[config.mk]
export PLATFORM = sky130hd
export DESIGN_NAME = fb_rect_writer
export DESIGN_NICKNAME = d
export VERILOG_FILES = /design/src/rtl/fb_pkg.sv /design/src/rtl/fb_rect_normalise.sv /design/src/rtl/fb_rect_writer.sv
export SDC_FILE = /design/constraint.sdc
export NUM_CORES = 1
export LEC_CHECK = 0
export CORE_UTILIZATION = 40
export DETAILED_ROUTE_END_ITERATION = 6
export GPL_ROUTABILITY_DRIVEN = 0
export PLACE_DENSITY = 0.62
export SLEW_MARGIN = 5
export SYNTH_ARGS = -nofsm -noshare
export SYNTH_HDL_FRONTEND = slang
export SYNTH_SLANG_ARGS = --single-unit
export TNS_END_PERCENT = 30
[constraint.sdc]
create_clock -name CLK -period 5.6 [get_ports CLK]
set_clock_uncertainty 0.15 [all_clocks]
set_input_delay 0.84 -clock CLK [delete_from_list [all_inputs] [get_ports CLK]]
set_output_delay 0.84 -clock CLK [all_outputs]
set_load 0.005 [all_outputs]
[src/rtl/fb_pkg.sv]
// Shared frame buffer definitions for the drawing engine and the VGA signal
// generator: coordinate widths, visible area limits, the {Y, X} address
// packing and the rectangle writer state encoding.
package fb_pkg;

  localparam int X_BITS    = 8;
  localparam int Y_BITS    = 7;
  localparam int MAX_X     = 159;
  localparam int MAX_Y     = 119;
  localparam int ADDR_BITS = X_BITS + Y_BITS;

  typedef enum logic [2:0] {
    ST_IDLE    = 3'd0,
    ST_SETUP   = 3'd1,
    ST_WAIT_VB = 3'd2,
    ST_DRAW    = 3'd3,
    ST_DONE    = 3'd4
  } fb_state_e;

  // Frame buffer address: row in the upper bits, column in the lower bits.
  function automatic logic [ADDR_BITS-1:0] fb_addr(input logic [Y_BITS-1:0] y,
                                                   input logic [X_BITS-1:0] x);
    return {y, x};
  endfunction

endpackage

[src/rtl/fb_rect_normalise.sv]
// Combinational command normaliser for the rectangle writer.
// Substitutes full-screen corners for a clear, sorts the corners, clamps the
// far edges to the visible area and flags rectangles that start off-screen.
//
// Ports:
//   op_i            0 = fill rectangle, 1 = clear whole screen
//   x0_i/y0_i       corner A
//   x1_i/y1_i       corner B
//   xs_o/xe_o       sorted, clamped column range
//   ys_o/ye_o       sorted, clamped row range
//   empty_o         rectangle has no visible pixel
module fb_rect_normalise
  import fb_pkg::*;
#(
  parameter int X_BITS_P = X_BITS,
  parameter int Y_BITS_P = Y_BITS,
  parameter int MAX_X_P  = MAX_X,
  parameter int MAX_Y_P  = MAX_Y
) (
  input  logic                op_i,
  input  logic [X_BITS_P-1:0] x0_i,
  input  logic [Y_BITS_P-1:0] y0_i,
  input  logic [X_BITS_P-1:0] x1_i,
  input  logic [Y_BITS_P-1:0] y1_i,
  output logic [X_BITS_P-1:0] xs_o,
  output logic [X_BITS_P-1:0] xe_o,
  output logic [Y_BITS_P-1:0] ys_o,
  output logic [Y_BITS_P-1:0] ye_o,
  output logic                empty_o
);

  localparam logic [X_BITS_P-1:0] MAX_X_L = X_BITS_P'(MAX_X_P);
  localparam logic [Y_BITS_P-1:0] MAX_Y_L = Y_BITS_P'(MAX_Y_P);

  logic [X_BITS_P-1:0] ax0, ax1, lo_x, hi_x;
  logic [Y_BITS_P-1:0] ay0, ay1, lo_y, hi_y;

  always_comb begin
    ax0 = x0_i;
    ax1 = x1_i;
    ay0 = y0_i;
    ay1 = y1_i;
    if (op_i) begin
      ax0 = '0;
      ay0 = '0;
      ax1 = MAX_X_L;
      ay1 = MAX_Y_L;
    end

    lo_x = (ax0 < ax1) ? ax0 : ax1;
    hi_x = (ax0 < ax1) ? ax1 : ax0;
    lo_y = (ay0 < ay1) ? ay0 : ay1;
    hi_y = (ay0 < ay1) ? ay1 : ay0;

    xs_o = lo_x;
    ys_o = lo_y;
    xe_o = (hi_x > MAX_X_L) ? MAX_X_L : hi_x;
    ye_o = (hi_y > MAX_Y_L) ? MAX_Y_L : hi_y;

    // A start beyond the visible edge leaves nothing to draw; otherwise the
    // clamped end is still >= start because start itself is on-screen.
    empty_o = (lo_x > MAX_X_L) || (lo_y > MAX_Y_L);
  end

endmodule

[src/rtl/fb_rect_writer.sv]
// Rectangle fill / screen clear engine driving write port A of the 1-bit
// frame buffer, one pixel per clock in raster order.
//
// Ports:
//   CLK, RESETN            clock, asynchronous active-low reset
//   CMD_VALID/CMD_READY    command handshake
//   CMD_OP                 0 = fill rectangle, 1 = clear whole screen
//   CMD_X0..CMD_Y1         rectangle corners
//   CMD_COLOUR             pixel value to write
//   VBLANK                 vertical blank level (already synchronised)
//   FB_WE/FB_ADDR/FB_DATA  frame buffer write port, address {Y, X}
//   BUSY                   command in progress (accept+1 through DONE)
//   DONE                   one-cycle completion pulse
//
// Handshake: a command transfers on a rising edge where CMD_VALID and
// CMD_READY are both high. CMD_READY is high only in IDLE and does not depend
// on CMD_VALID; command inputs are ignored at every other time.
//
// The write port is decoded straight from registered state so that reset
// removes FB_WE asynchronously. state_q is the engine state for observation.
module fb_rect_writer
  import fb_pkg::*;
#(
  parameter int X_BITS_P       = X_BITS,
  parameter int Y_BITS_P       = Y_BITS,
  parameter int MAX_X_P        = MAX_X,
  parameter int MAX_Y_P        = MAX_Y,
  parameter bit SYNC_TO_VBLANK = 1'b0
) (
  input  logic                         CLK,
  input  logic                         RESETN,
  input  logic                         CMD_VALID,
  output logic                         CMD_READY,
  input  logic                         CMD_OP,
  input  logic [X_BITS_P-1:0]          CMD_X0,
  input  logic [Y_BITS_P-1:0]          CMD_Y0,
  input  logic [X_BITS_P-1:0]          CMD_X1,
  input  logic [Y_BITS_P-1:0]          CMD_Y1,
  input  logic                         CMD_COLOUR,
  input  logic                         VBLANK,
  output logic                         FB_WE,
  output logic [Y_BITS_P+X_BITS_P-1:0] FB_ADDR,
  output logic                         FB_DATA,
  output logic                         BUSY,
  output logic                         DONE
);

  fb_state_e state_q, state_d;

  // Latched command (captured on accept, normalised during SETUP).
  logic                op_q, op_d;
  logic                colour_q, colour_d;
  logic [X_BITS_P-1:0] x0_q, x0_d, x1_q, x1_d;
  logic [Y_BITS_P-1:0] y0_q, y0_d, y1_q, y1_d;

  // Normalised bounds and walk position.
  logic [X_BITS_P-1:0] xs_q, xs_d, xe_q, xe_d, x_q, x_d;
  logic [Y_BITS_P-1:0] ys_q, ys_d, ye_q, ye_d, y_q, y_d;

  logic [X_BITS_P-1:0] n_xs, n_xe;
  logic [Y_BITS_P-1:0] n_ys, n_ye;
  logic                n_empty;
  logic                accept;

  fb_rect_normalise #(
    .X_BITS_P (X_BITS_P),
    .Y_BITS_P (Y_BITS_P),
    .MAX_X_P  (MAX_X_P),
    .MAX_Y_P  (MAX_Y_P)
  ) u_norm (
    .op_i    (op_q),
    .x0_i    (x0_q),
    .y0_i    (y0_q),
    .x1_i    (x1_q),
    .y1_i    (y1_q),
    .xs_o    (n_xs),
    .xe_o    (n_xe),
    .ys_o    (n_ys),
    .ye_o    (n_ye),
    .empty_o (n_empty)
  );

  assign accept = CMD_VALID && (state_q == ST_IDLE);

  always_comb begin
    state_d  = state_q;
    op_d     = op_q;
    colour_d = colour_q;
    x0_d     = x0_q;
    y0_d     = y0_q;
    x1_d     = x1_q;
    y1_d     = y1_q;
    xs_d     = xs_q;
    xe_d     = xe_q;
    ys_d     = ys_q;
    ye_d     = ye_q;
    x_d      = x_q;
    y_d      = y_q;

    unique case (state_q)
      ST_IDLE: begin
        if (accept) begin
          op_d     = CMD_OP;
          colour_d = CMD_COLOUR;
          x0_d     = CMD_X0;
          y0_d     = CMD_Y0;
          x1_d     = CMD_X1;
          y1_d     = CMD_Y1;
          state_d  = ST_SETUP;
        end
      end
      ST_SETUP: begin
        xs_d = n_xs;
        xe_d = n_xe;
        ys_d = n_ys;
        ye_d = n_ye;
        x_d  = n_xs;
        y_d  = n_ys;
        if (n_empty)                      state_d = ST_DONE;
        else if (SYNC_TO_VBLANK && !VBLANK) state_d = ST_WAIT_VB;
        else                              state_d = ST_DRAW;
      end
      ST_WAIT_VB: begin
        if (VBLANK) state_d = ST_DRAW;
      end
      ST_DRAW: begin
        // Equality end tests keep the counters inside xs..xe / ys..ye,
        // so they never wrap.
        if (x_q == xe_q) begin
          if (y_q == ye_q) begin
            state_d = ST_DONE;
          end else begin
            x_d = xs_q;
            y_d = y_q + 1'b1;
          end
        end else begin
          x_d = x_q + 1'b1;
        end
      end
      ST_DONE: begin
        state_d = ST_IDLE;
      end
      default: begin
        state_d = ST_IDLE;
      end
    endcase
  end

  always_ff @(posedge CLK or negedge RESETN) begin
    if (!RESETN) begin
      state_q  <= ST_IDLE;
      op_q     <= 1'b0;
      colour_q <= 1'b0;
      x0_q     <= '0;
      y0_q     <= '0;
      x1_q     <= '0;
      y1_q     <= '0;
      xs_q     <= '0;
      xe_q     <= '0;
      ys_q     <= '0;
      ye_q     <= '0;
      x_q      <= '0;
      y_q      <= '0;
    end else begin
      state_q  <= state_d;
      op_q     <= op_d;
      colour_q <= colour_d;
      x0_q     <= x0_d;
      y0_q     <= y0_d;
      x1_q     <= x1_d;
      y1_q     <= y1_d;
      xs_q     <= xs_d;
      xe_q     <= xe_d;
      ys_q     <= ys_d;
      ye_q     <= ye_d;
      x_q      <= x_d;
      y_q      <= y_d;
    end
  end

  assign CMD_READY = (state_q == ST_IDLE);
  assign BUSY      = (state_q != ST_IDLE);
  assign DONE      = (state_q == ST_DONE);
  assign FB_WE     = (state_q == ST_DRAW);
  assign FB_ADDR   = FB_WE ? {y_q, x_q} : '0;
  assign FB_DATA   = FB_WE & colour_q;

endmodule

==> results.yml <==
run_status:
  outcome: "finished clean"
setup_path:
  r2r_setup_slack_ns: 1.81
  timing.rr.start: "op_q"
  critPathArrivalTime_ns: 3.00
  critical_path_class: "flip-flop to output pin"
  reg2reg_depth: 8
  critical_path.slowest_cell: "sky130_fd_sc_hd__inv_1"
  timing.critical_path.from_type: "flip-flop"
  most_frequent_cell_on_the_critical_path: "sky130_fd_sc_hd__inv_1"
  critical_path.endpoint_type: "output pin"
  worst_path_fanout_max: 19
  delay_of_the_slowest_critical_path_stage_ns: 0.62
  path_cells: "inv_1, nor2_1, buf_4, nand2_1, inv_1, and2_1, clkdlybuf4s50_1"
  critPathRequiredTime_ns: 4.61
  r2r-end: "state_q[2]"
yosys:
  synth_nets: 524
  syn_inst_count: 477
  fraction_of_registers_with_async_set_reset_pct: 100.0
  netlist_top_cells_area: "sky130_fd_sc_hd__dfrtp_1 41%, sky130_fd_sc_hd__mux2_2 7.3%, sky130_fd_sc_hd__nand2_1 4.0%"
  syn-cell-area_sq_um: 4457
  ys_seq_area_share_pct: 40.99
  synthDominantAreaCellType: "sky130_fd_sc_hd__dfrtp_1"
  synth-compound-area-share_pct: 17.35
  yosysUniqueCellTypes: 64
  dominant_combinational_cell_family_by_area_after_synthesis: "simple AND/OR/NAND/NOR gates"
  post-synth-top-area-fraction_pct: 40.99
  synth_mux_area_share_pct: 10.56
  yosys_register_bits: 73
  synth_simple_gate_area_share_pct: 19.26
  synth-adder-area-share_pct: 3.341
  syn-mean-instance-area_sq_um: 9.343
  synth.yosys.warnings: 0
  synth_top_flop_cell: "sky130_fd_sc_hd__dfrtp_1"
  synth_enable_flop_cells: 0
  synthXorXnorAreaFrac_pct: 4.127
place:
  dpl_worst_slack_ns: 1.876
  dp.cells: 648
  dp_hpwl_um: 7672
  i_o_buffers: 55
sta:
  grt_setup_unrepaired: "false"
  post-route-period-util_pct: 71.23
  achievable-frequency_mhz: 250.7
  period_minus_slack_ns: 3.989
  layout_setup_ws_ns: 1.611
  timing_max_transition_violations_final: 0
  worst_slew_margin_rel_pct: 30.94
  setup_viol: 0
  setup-tns-final_ns: 0
  report.final.hold_viol_count: 0
  tightest_slew_ns: 1.036
drt:
  detailroute.via_count: 3621
  detail_route.wl_per_cell_um: 16.36
  drt_pre_antenna_iters: 4
  final_antenna_net_count: 0
  route.detailed.drc: 0
  drtIter0Drc: 186
  finalWirelength_um: 10860
  viasPerCell: 5.453
pwr:
  p_int_mw: 1.930
  netSwitchingFraction_pct: 42.43
  power.leakage_nw: 2.216
  combPwrFrac_pct: 52.6
  power.net_switching_mw: 1.422
  seq_power_share_pct: 32.1
  power_frac_clock_pct: 15.3
  largest_vdd_supply_drop_mv: 0.2417
  power.density_cell_area_nw_per_um2: 629.4
global_route:
  global_route_wire_length_before_repair_um: 18000
  grt_start_max_net_pins: 74
  track_usage_pct: 20.17
  via_count_of_the_first_global_routing_pass: 3505
  global_route.overflow_total: 0
  number_of_antenna_violations_at_the_first_check_in_global_routing: 0
min_path:
  min_from: "xs_q[0]"
  hold_end: "xs_q[0]"
  timing.hold.worst_path_depth: 2
  hp-class: "flip-flop to flip-flop"
cts:
  post_cts_hold_buffer_count: 0
  path_clk_slew_ns: 0.08
  cts.path.max_buffers: 2
  clock-sinks: 73
  clk-insertion-delay-late_ns: 0.36
  htree_levels: 3
  root_buffer: "sky130_fd_sc_hd__clkbuf_8"
  ctsResizeCount: 0
  post_cts_setup_buffers: 0
  tritoncts.num_buffers: 9
  cts_tree: "yes"
floorplan:
  chipHeight_um: 107.6
  floorplan.die_area_sq_um: 11570
  ioPinCount: 56
  floorplan.core_area_sq_um: 10840
  initial_utilization_pct: 41.11
  placementRows: 38
  die_x_um: 107.6
final_layout:
  final_cells: 664
  fin_util_pct: 49.13
  sequential_cell_area_sq_um: 1827
  syn2layout_area_growth_pct: 19.51
  finish.net_count: 566
  fillers: 1047
  layout-drive-gt1-share_pct: 11.64
  area_occupied_by_multi_input_gates_sq_um: 2435
  num_antenna_cells: 0
job:
  drv_cap: 0
## worst max-delay path: cells and delay by family, from the launching register on
kind / cells / cell delay, ns
buffers and inverters: 4 / 1.43
AND/OR/NAND/NOR: 3 / 0.78
flip-flops: 1 / 0.42
## logic make-up (layout without fill, tap and decap cells)
logic type / after synthesis / after routing
buffers and inverters: 45 / 92
xor gates and xnor gates: 21 / 21
DFF: 73 / 73
AOI/OAI and AO/OA: 112 / 112
and+or+nand+nor: 171 / 171
muxes: 43 / 43
adders and majority gates: 12 / 12
## how the worst max path moves through the flow
stage / endpoint / start / depth (start not counted) / slack, ns
after floorplan: x_q[1] / op_q / 11 / 2.47
after global placement: state_q[2] / op_q / 8 / 2.00
after detailed placement: xe_q[2] / op_q / 8 / 1.88
after CTS: FB_ADDR[13] / state_q[0] / 7 / 1.59
after global routing: FB_ADDR[14] / state_q[0] / 7 / 1.38
final: FB_ADDR[13] / state_q[0] / 7 / 1.61
## area by class of cell
| cell class | count | area share (%) |
|---|---|---|
| clock inverter | 6 | 1.973 |
| inverter | 15 | 1.057 |
| clock buffer | 10 | 2.584 |
| timing repair buffer | 61 | 11.09 |
| tap | 140 | 3.289 |
| multi-input combinational | 359 | 45.71 |
| sequential | 73 | 34.30 |
## power groups by stage
stage | clock [mW] | combinational, mW | sequential (mW)
after detailed placement | 0 | 1.76 | 1.09
after floorplan | 0 | 1.33 | 0.952
after global routing | 0.539 | 1.98 | 1.12
after global placement | 0 | 1.71 | 1.07
after CTS | 0.521 | 1.77 | 1.07
final | 0.513 | 1.76 | 1.08
## through the flow
| step | total power [mW] | hold slack, ns | cell area, sq um |
|---|---|---|---|
| 2_1_floorplan | 2.287 | 0.2960 | 4457 |
| 4_1_cts | 3.366 | 0.3378 | 5326 |
| 3_5_place_dp | 2.842 | 0.3200 | 5084 |
| 3_3_place_gp | 2.781 | 0.3104 | 5084 |
| 6_report | 3.352 | 0.3288 | 5326 |
| 5_1_grt | 3.637 | 0.3609 | 5326 |
## Yosys cell counts, types with 2 or more instances
library cell               count
sky130_fd_sc_hd__a21oi_1      23
sky130_fd_sc_hd__a31oi_1       2
sky130_fd_sc_hd__and3_1        6
sky130_fd_sc_hd__o22ai_1       3
sky130_fd_sc_hd__mux2_2       29
sky130_fd_sc_hd__buf_1         2
sky130_fd_sc_hd__ha_1         11
sky130_fd_sc_hd__a22o_1        3
sky130_fd_sc_hd__a211oi_1      8
sky130_fd_sc_hd__nand4_1       3
sky130_fd_sc_hd__nor3_1       12
sky130_fd_sc_hd__o21ai_0      30
sky130_fd_sc_hd__nand2_1      47
sky130_fd_sc_hd__nand3_1      15
sky130_fd_sc_hd__o211ai_1      4
sky130_fd_sc_hd__a41oi_1       2
sky130_fd_sc_hd__a221o_1       2
sky130_fd_sc_hd__a21o_1        3
sky130_fd_sc_hd__o31a_1        3
sky130_fd_sc_hd__nor4b_2       2
sky130_fd_sc_hd__o31ai_1       5
sky130_fd_sc_hd__nor2b_1      15
sky130_fd_sc_hd__xnor2_1      10
sky130_fd_sc_hd__or3_1         4
sky130_fd_sc_hd__nand2b_1      6
sky130_fd_sc_hd__xor2_1       11
sky130_fd_sc_hd__inv_1        14
sky130_fd_sc_hd__nor4_1        4
sky130_fd_sc_hd__o22a_1        5
sky130_fd_sc_hd__nor2_1       36
sky130_fd_sc_hd__mux2i_1      13
sky130_fd_sc_hd__buf_4         2
sky130_fd_sc_hd__buf_2         9
sky130_fd_sc_hd__dfrtp_1      73
sky130_fd_sc_hd__clkbuf_1     16
sky130_fd_sc_hd__and2_1       16
## state kept, by name, summed over array words and instances (netlist names)
| name | flops |
|---|---|
| y1_q | 7 |
| x_q | 8 |
| state_q | 3 |
| ye_q | 7 |
| xs_q | 8 |
| x0_q | 8 |
| op_q | 1 |
| y0_q | 7 |
| xe_q | 8 |
| y_q | 7 |
| colour_q | 1 |
| x1_q | 8 |
## cells in the final DEF (no fill, tap or decap), types with 5 or more instances in the layout
cell type / synthesis / final
sky130_fd_sc_hd__o31ai_1: 5 / 5
sky130_fd_sc_hd__a21oi_1: 23 / 23
sky130_fd_sc_hd__mux2_2: 29 / 29
sky130_fd_sc_hd__nor3_1: 12 / 12
sky130_fd_sc_hd__clkbuf_8: 0 / 10
sky130_fd_sc_hd__buf_4: 2 / 6
sky130_fd_sc_hd__dfrtp_1: 73 / 73
sky130_fd_sc_hd__xor2_1: 11 / 11
sky130_fd_sc_hd__mux2i_1: 13 / 13
sky130_fd_sc_hd__and2_1: 16 / 16
sky130_fd_sc_hd__ha_1: 11 / 11
sky130_fd_sc_hd__nor2_1: 36 / 36
sky130_fd_sc_hd__nor2b_1: 15 / 15
sky130_fd_sc_hd__a211oi_1: 8 / 8
sky130_fd_sc_hd__and3_1: 6 / 6
sky130_fd_sc_hd__clkdlybuf4s50_1: 0 / 54
sky130_fd_sc_hd__o21ai_0: 30 / 30
sky130_fd_sc_hd__o22a_1: 5 / 5
sky130_fd_sc_hd__xnor2_1: 10 / 10
sky130_fd_sc_hd__nand2_1: 47 / 47
sky130_fd_sc_hd__inv_1: 14 / 14
sky130_fd_sc_hd__nand3_1: 15 / 15
sky130_fd_sc_hd__nand2b_1: 6 / 6
## routing by layer
metal / wire, um / part of all wire, % / vias to the layer above / global-route usage, %
met5: 0 / 0 / - / 0
met4: 203 / 1.9 / 0 / 8.611
met3: 433 / 4.0 / 15 / 2.300
met2: 4602 / 42 / 96 / 29.21
met1: 5622 / 52 / 1718 / 30.12
li1: - / - / 1792 / -
No activity file was read; power rests on OpenSTA's default activity.
